[src/rtl/hypot_seq_ctrl.sv]
// hypot_seq_ctrl: multi-cycle floor(sqrt(x^2+y^2)) sequencer.
// One shared adder/subtractor is time-multiplexed over three phases:
// shift-add square of x, shift-add square of y (accumulated on top of x^2),
// then a restoring digit-by-digit square root, MSB pair first.
module hypot_seq_ctrl #(
  parameter int W = 8
) (
  input  logic         clk,
  input  logic         rst,
  input  logic         ena,
  input  logic         in_valid,
  output logic         in_ready,
  input  logic [W-1:0] x_in,
  input  logic [W-1:0] y_in,
  output logic         out_valid,
  input  logic         out_ready,
  output logic [W:0]   result,
  output logic         busy
);

  // Adder width covers the 2W+1-bit sum of squares and the W+3-bit
  // partial remainder of the root phase; the extra bit is carry/no-borrow.
  localparam int AW = 2*W + 1;
  localparam int CW = $clog2(W + 1);

  typedef enum logic [2:0] {IDLE, SQX, SQY, SQRT, DONE} state_t;

  state_t         state;
  state_t         state_nx;
  logic [CW-1:0]  cnt;
  logic [W-1:0]   xr;
  logic [W-1:0]   yr;
  logic [2*W:0]   acc;
  logic [2*W+1:0] sum;
  logic [W:0]     rem;
  logic [W-1:0]   root;

  logic [W-1:0]   opnd;
  logic           op_bit;
  logic [W+2:0]   rem_shift;
  logic [AW-1:0]  add_a;
  logic [AW-1:0]  add_b;
  logic [AW-1:0]  add_b_eff;
  logic           sub;
  logic [AW:0]    add_res;
  logic           ge;
  logic [W:0]     root_nx;
  logic [W:0]     rem_nx;
  logic           last_sq;
  logic           last_rt;

  assign last_sq = (cnt == CW'(W - 1));
  assign last_rt = (cnt == CW'(W));

  // Shared adder: operand select per phase; subtract mode yields rem - trial
  // and its carry-out doubles as the rem >= trial comparison.
  always_comb begin
    add_a     = '0;
    add_b     = '0;
    sub       = 1'b0;
    opnd      = (state == SQY) ? yr : xr;
    op_bit    = |(opnd & (W'(1) << cnt));
    rem_shift = {rem, sum[2*W+1 -: 2]};
    case (state)
      SQX, SQY: begin
        add_a = AW'(acc);
        if (op_bit) add_b = AW'(opnd) << cnt;
      end
      SQRT: begin
        add_a = AW'(rem_shift);
        add_b = AW'({root, 2'b01});
        sub   = 1'b1;
      end
      default: ;
    endcase
    add_b_eff = sub ? ~add_b : add_b;
    add_res   = {1'b0, add_a} + {1'b0, add_b_eff} + {{AW{1'b0}}, sub};
    ge        = add_res[AW];
    if (ge) begin
      rem_nx  = add_res[W:0];
      root_nx = {root, 1'b1};
    end else begin
      rem_nx  = rem_shift[W:0];
      root_nx = {root, 1'b0};
    end
  end

  // Next-state and handshake/status outputs.
  always_comb begin
    state_nx  = state;
    in_ready  = (state == IDLE) && ena && !rst;
    out_valid = (state == DONE);
    busy      = (state == SQX) || (state == SQY) || (state == SQRT);
    case (state)
      IDLE:    if (in_valid) state_nx = SQX;
      SQX:     if (last_sq) state_nx = SQY;
      SQY:     if (last_sq) state_nx = SQRT;
      SQRT:    if (last_rt) state_nx = DONE;
      DONE:    if (out_ready) state_nx = IDLE;
      default: state_nx = IDLE;
    endcase
  end

  // State register and datapath; everything frozen while ena is low.
  always_ff @(posedge clk) begin
    if (rst) begin
      state  <= IDLE;
      cnt    <= '0;
      xr     <= '0;
      yr     <= '0;
      acc    <= '0;
      sum    <= '0;
      rem    <= '0;
      root   <= '0;
      result <= '0;
    end else if (ena) begin
      state <= state_nx;
      case (state)
        IDLE: begin
          if (in_valid) begin
            xr  <= x_in;
            yr  <= y_in;
            acc <= '0;
            cnt <= '0;
          end
        end
        SQX: begin
          acc <= add_res[2*W:0];
          cnt <= last_sq ? '0 : cnt + CW'(1);
        end
        SQY: begin
          acc <= add_res[2*W:0];
          if (last_sq) begin
            sum  <= {1'b0, add_res[2*W:0]};
            cnt  <= '0;
            rem  <= '0;
            root <= '0;
          end else begin
            cnt <= cnt + CW'(1);
          end
        end
        SQRT: begin
          sum  <= {sum[2*W-1:0], 2'b00};
          rem  <= rem_nx;
          root <= root_nx[W-1:0];
          if (last_rt) begin
            result <= root_nx;
            cnt    <= '0;
          end else begin
            cnt <= cnt + CW'(1);
          end
        end
        default: ;
      endcase
    end
  end

endmodule

[config.mk]
export PLATFORM = sky130hd
export DESIGN_NAME = hypot_seq_ctrl
export DESIGN_NICKNAME = d
export VERILOG_FILES = /design/src/rtl/hypot_seq_ctrl.sv
export SDC_FILE = /design/constraint.sdc
export NUM_CORES = 1
export LEC_CHECK = 0
export ABC_CLOCK_PERIOD_IN_PS = 12100
export BUFFER_PORTS_ARGS = -buffer_cell sky130_fd_sc_hd__buf_2
export CAP_MARGIN = 25
export CORE_ASPECT_RATIO = 1.25
export CORE_MARGIN = 3
export CORE_UTILIZATION = 30
export CTS_BUF_LIST = sky130_fd_sc_hd__clkbuf_4 sky130_fd_sc_hd__clkbuf_8
export CTS_CLUSTER_DIAMETER = 50
export DETAILED_ROUTE_END_ITERATION = 16
export PLACE_DENSITY = 0.43
export RECOVER_POWER = 100
export SYNTH_ARGS = -nofsm -noshare
export SYNTH_HDL_FRONTEND = slang
export SYNTH_SLANG_ARGS = --single-unit
[constraint.sdc]
create_clock -name clk -period 12.1 [get_ports clk]
set_clock_uncertainty 0.05 [all_clocks]
set_input_delay 2.42 -clock clk [delete_from_list [all_inputs] [get_ports clk]]
set_output_delay 2.42 -clock clk [all_outputs]
set_load 0.05 [all_outputs]
==> impl_results.md <==
- Status: complete, but fails checks
- Failing checks: capacitance limit, slew limit
- Internal cell power: between 0.4 and 0.5 mW
- Antenna violations before repair: 0
- Clock share of power: 38.1%
- First-pass GRT wire length: about 23000 um
- Synth Flop Type: dfxtp_1
- Via-per-instance ratio: just over 5
- Total gr overflow: 0
- Post-CTS setup buffer count: 0
- Filler cells: between 1500 and 2000
- Area grow syn2layout: 8.07%
- R2r setup slk: between 4 and 5 ns
- Combinational Power Share: 10.6%
- Switch share: 27.4%
- WL met2: slightly below 7000 um
- Final WL: about 14000 um
- Setup Total Neg Slack: 0 ns
- Most frequent cells after synthesis: nand2_1 (99), dfxtp_1 (84), nor2_1 (73)
- Crit end category: flip-flop
- Final Util: around 34%
- Max clock buf depth: 2
- Final period util: 64.8%
- Fraction of layout cells with a size suffix above 1: between 7 and 8%
- Die Y: between 100 and 150 um
- Placement Setup Slack: 6.39 ns
- Register area share after synthesis: between 30% and 40%
- Die ar.: 18100 um2
- Worst reg2reg path depth: 17
- Slew Viols, Final: 29
- Critical Path Fanout Max: 15
- Worst VDD drop: 0.0000489 V
- Hpwl dp: ~10000 um
- H-tree levels: 3
- CTS resizes: 0
- Avg Cell Area, Syn: about 8 um2
- Total GRT Usage: between 10% and 20%
- Max Freq: approximately 0.13 GHz
- DRC Markers: 0
- Syn_nets: ~670
- Net switching power: 0.152 mW
- Fin. Hold Viols: 0
- Starting DRC count in detailed routing: 251
- Hold crit path type: flip-flop to flip-flop
- Syn Inst Count: between 600 and 700
- Metal3 WL: 325 um
- Minimum clock period: 7.84 ns
- WP data arrival: ~8.1 ns
- Synth top area share: between 30% and 40%
- Placer Congestion: 0.865
- Final worst slack: ~4.3 ns
- Via Count: ~4400
- Max transition margin: -58.9%
- Row count: 51
- Seq pwr share: between 50% and 60%
- Count leader, synth: nand2_1
- FFs w/ async S/R, synth: 0%
- Reg-to-reg startpoint: state[1]
- R2r endpoint: rem[0]
- Hold Buf Count CTS: 0
- Clock Latency Late Sink: around 0.37 ns
- Clock-pin slew on the worst setup and hold paths: around 0.090 ns
- Hold EP: sum[7]
- Slew @ Worst Pin: between 2 and 2.5 ns
- RSZ-0062 raised after global routing: false
- Number of global-route vias before repair: approximately 4300
- Largest net degree at the start of global routing: approximately 80
- Total clock sinks: 84
- Pre-antenna DRT Iters: 5
- Die X: ~120 um
- Synth area leaders: dfxtp_1 (34%), nand2_1 (7.5%), mux2i_1 (7.5%)
- WHS Path Cells: 2
- Syn Std Cell Area: slightly below 5000 um2
- Initial Util: between 30% and 40%
- CTS buffer count: 9
- Final #Nets: 675
- Critical path required time: roughly 12 ns
- Leakage Power: 1.97 nW
- WS Path Type: flip-flop to flip-flop
- Antenna cells: 0
- Power Density: roughly 100 nW/um2
- Crit start category: flip-flop
- Maxcap violations: 2
- Port bufs: 32
- Post-synth top area cell: dfxtp_1
- Final setup violation count: 0
- Clk Tree Root Cell: clkbuf_8
- I/O pin count: 33
- Min-delay src: sum[7]
- EDFF count, synth: 0
- Post-route ant nets: 0
- Routed len/inst: ~17 um
- Ys Warns: 0
- DRT met1 WL: 6540 um
- Core Area: ~16000 um2
- Post-synthesis cell type count: 64
- CTS tree: yes
- DR top layer: met4
- FF+latch count, synth: 84
## final cells by class
| class | instances | area (um2) | share of cell area (%) |
|---|---|---|---|
| clock buffer | 11 | 151 | 2.82 |
| clock inverter | 4 | 48.8 | 0.910 |
| inverter | 9 | 33.8 | 0.630 |
| multi-input combinational | 488 | 3000 | 55.9 |
| sequential | 84 | 1680 | 31.4 |
| tap | 212 | 265 | 4.95 |
| timing repair buffer | 38 | 184 | 3.43 |
## layer usage
metal | GRT usage, % | vias up
met5 | 0 | -
li1 | - | 2223
met4 | 6.86 | 0
met1 | 20.1 | 2075
met3 | 1.93 | 15
met2 | 27.9 | 63
## cells in the final DEF, fill, tap and decap left out, types with 6 or more instances in the layout
master	netlist	layout
nand2_1	99	99
dfxtp_1	84	84
nor2_1	73	74
a21oi_1	61	63
mux2i_1	37	37
o21ai_0	19	27
ha_1	23	23
buf_2	2	18
a22oi_1	17	17
nor3_1	15	16
nand3_1	16	16
clkbuf_1	31	15
xnor2_1	12	12
a22o_1	11	11
clkbuf_8	0	11
and2_1	10	10
o22ai_1	9	9
a211oi_1	7	7
inv_1	6	6
a21o_1	6	6
## state kept, by name (all words and copies together) (netlist names)
name	count
sum	18
acc	17
rem	9
result	9
root	8
xr	8
yr	8
cnt	4
state	3
## worst max-delay path by stage
| stage | from | to | slack [ns] | depth (start not counted) |
|---|---|---|---|---|
| finish | state[1] | rem[0] | 4.26 | 17 |
| global route | state[1] | rem[0] | 3.37 | 17 |
| CTS | ena | in_ready | 6.37 | 5 |
| detailed placement | ena | in_ready | 6.39 | 5 |
| global placement | ena | in_ready | 6.39 | 5 |
| floorplan | rst | in_ready | 6.00 | 4 |
## metrics by stage
step	hold WS, ns	cells	area [um2]	total power [mW]
floorplan	0.378	623	4960	0.336
global placement	0.391	829	5210	0.352
detailed placement	0.397	831	5220	0.353
CTS	0.411	846	5420	0.565
global route	0.437	846	5360	0.582
finish	0.409	846	5360	0.556
## cell families (layout without fill, tap and decap cells)
group,after synthesis,after routing,share of synthesized area [%]
AND/OR/NAND/NOR,241,241,21.5
AO/OA/AOI/OAI,168,168,21.9
flip-flops,84,84,33.9
buffers and inverters,51,62,4.82
multiplexers,40,40,8.98
adder cells (fa/ha/maj),24,24,6.21
XOR/XNOR,15,15,2.65
## worst max-delay path, cell delays in order (launching register included)
cell and delay [ns]:
dfxtp_1 0.51, nor3b_1 1.71, mux4_1 0.47, a22o_2 0.31, nor2_1 0.20, nor2_1 0.12
nand2_1 0.16, o21ai_0 0.19, ha_1 0.34, nand2_1 0.06, nor3_1 0.18, o2111a_1 0.29
o211ai_1 0.13, a21oi_1 0.43, a21oi_1 0.20, o21ai_0 1.81, mux2i_1 0.36, o21ai_0 0.24
## power groups by stage
| stage | clock network, mW | logic [mW] | registers (mW) |
|---|---|---|---|
| after floorplan | 0 | 0.0466 | 0.289 |
| after global placement | 0 | 0.0601 | 0.292 |
| after detailed placement | 0 | 0.0605 | 0.292 |
| after CTS | 0.219 | 0.0605 | 0.286 |
| after global routing | 0.230 | 0.0657 | 0.286 |
| final | 0.212 | 0.0591 | 0.285 |
No activity file was read; power rests on OpenSTA's default activity.
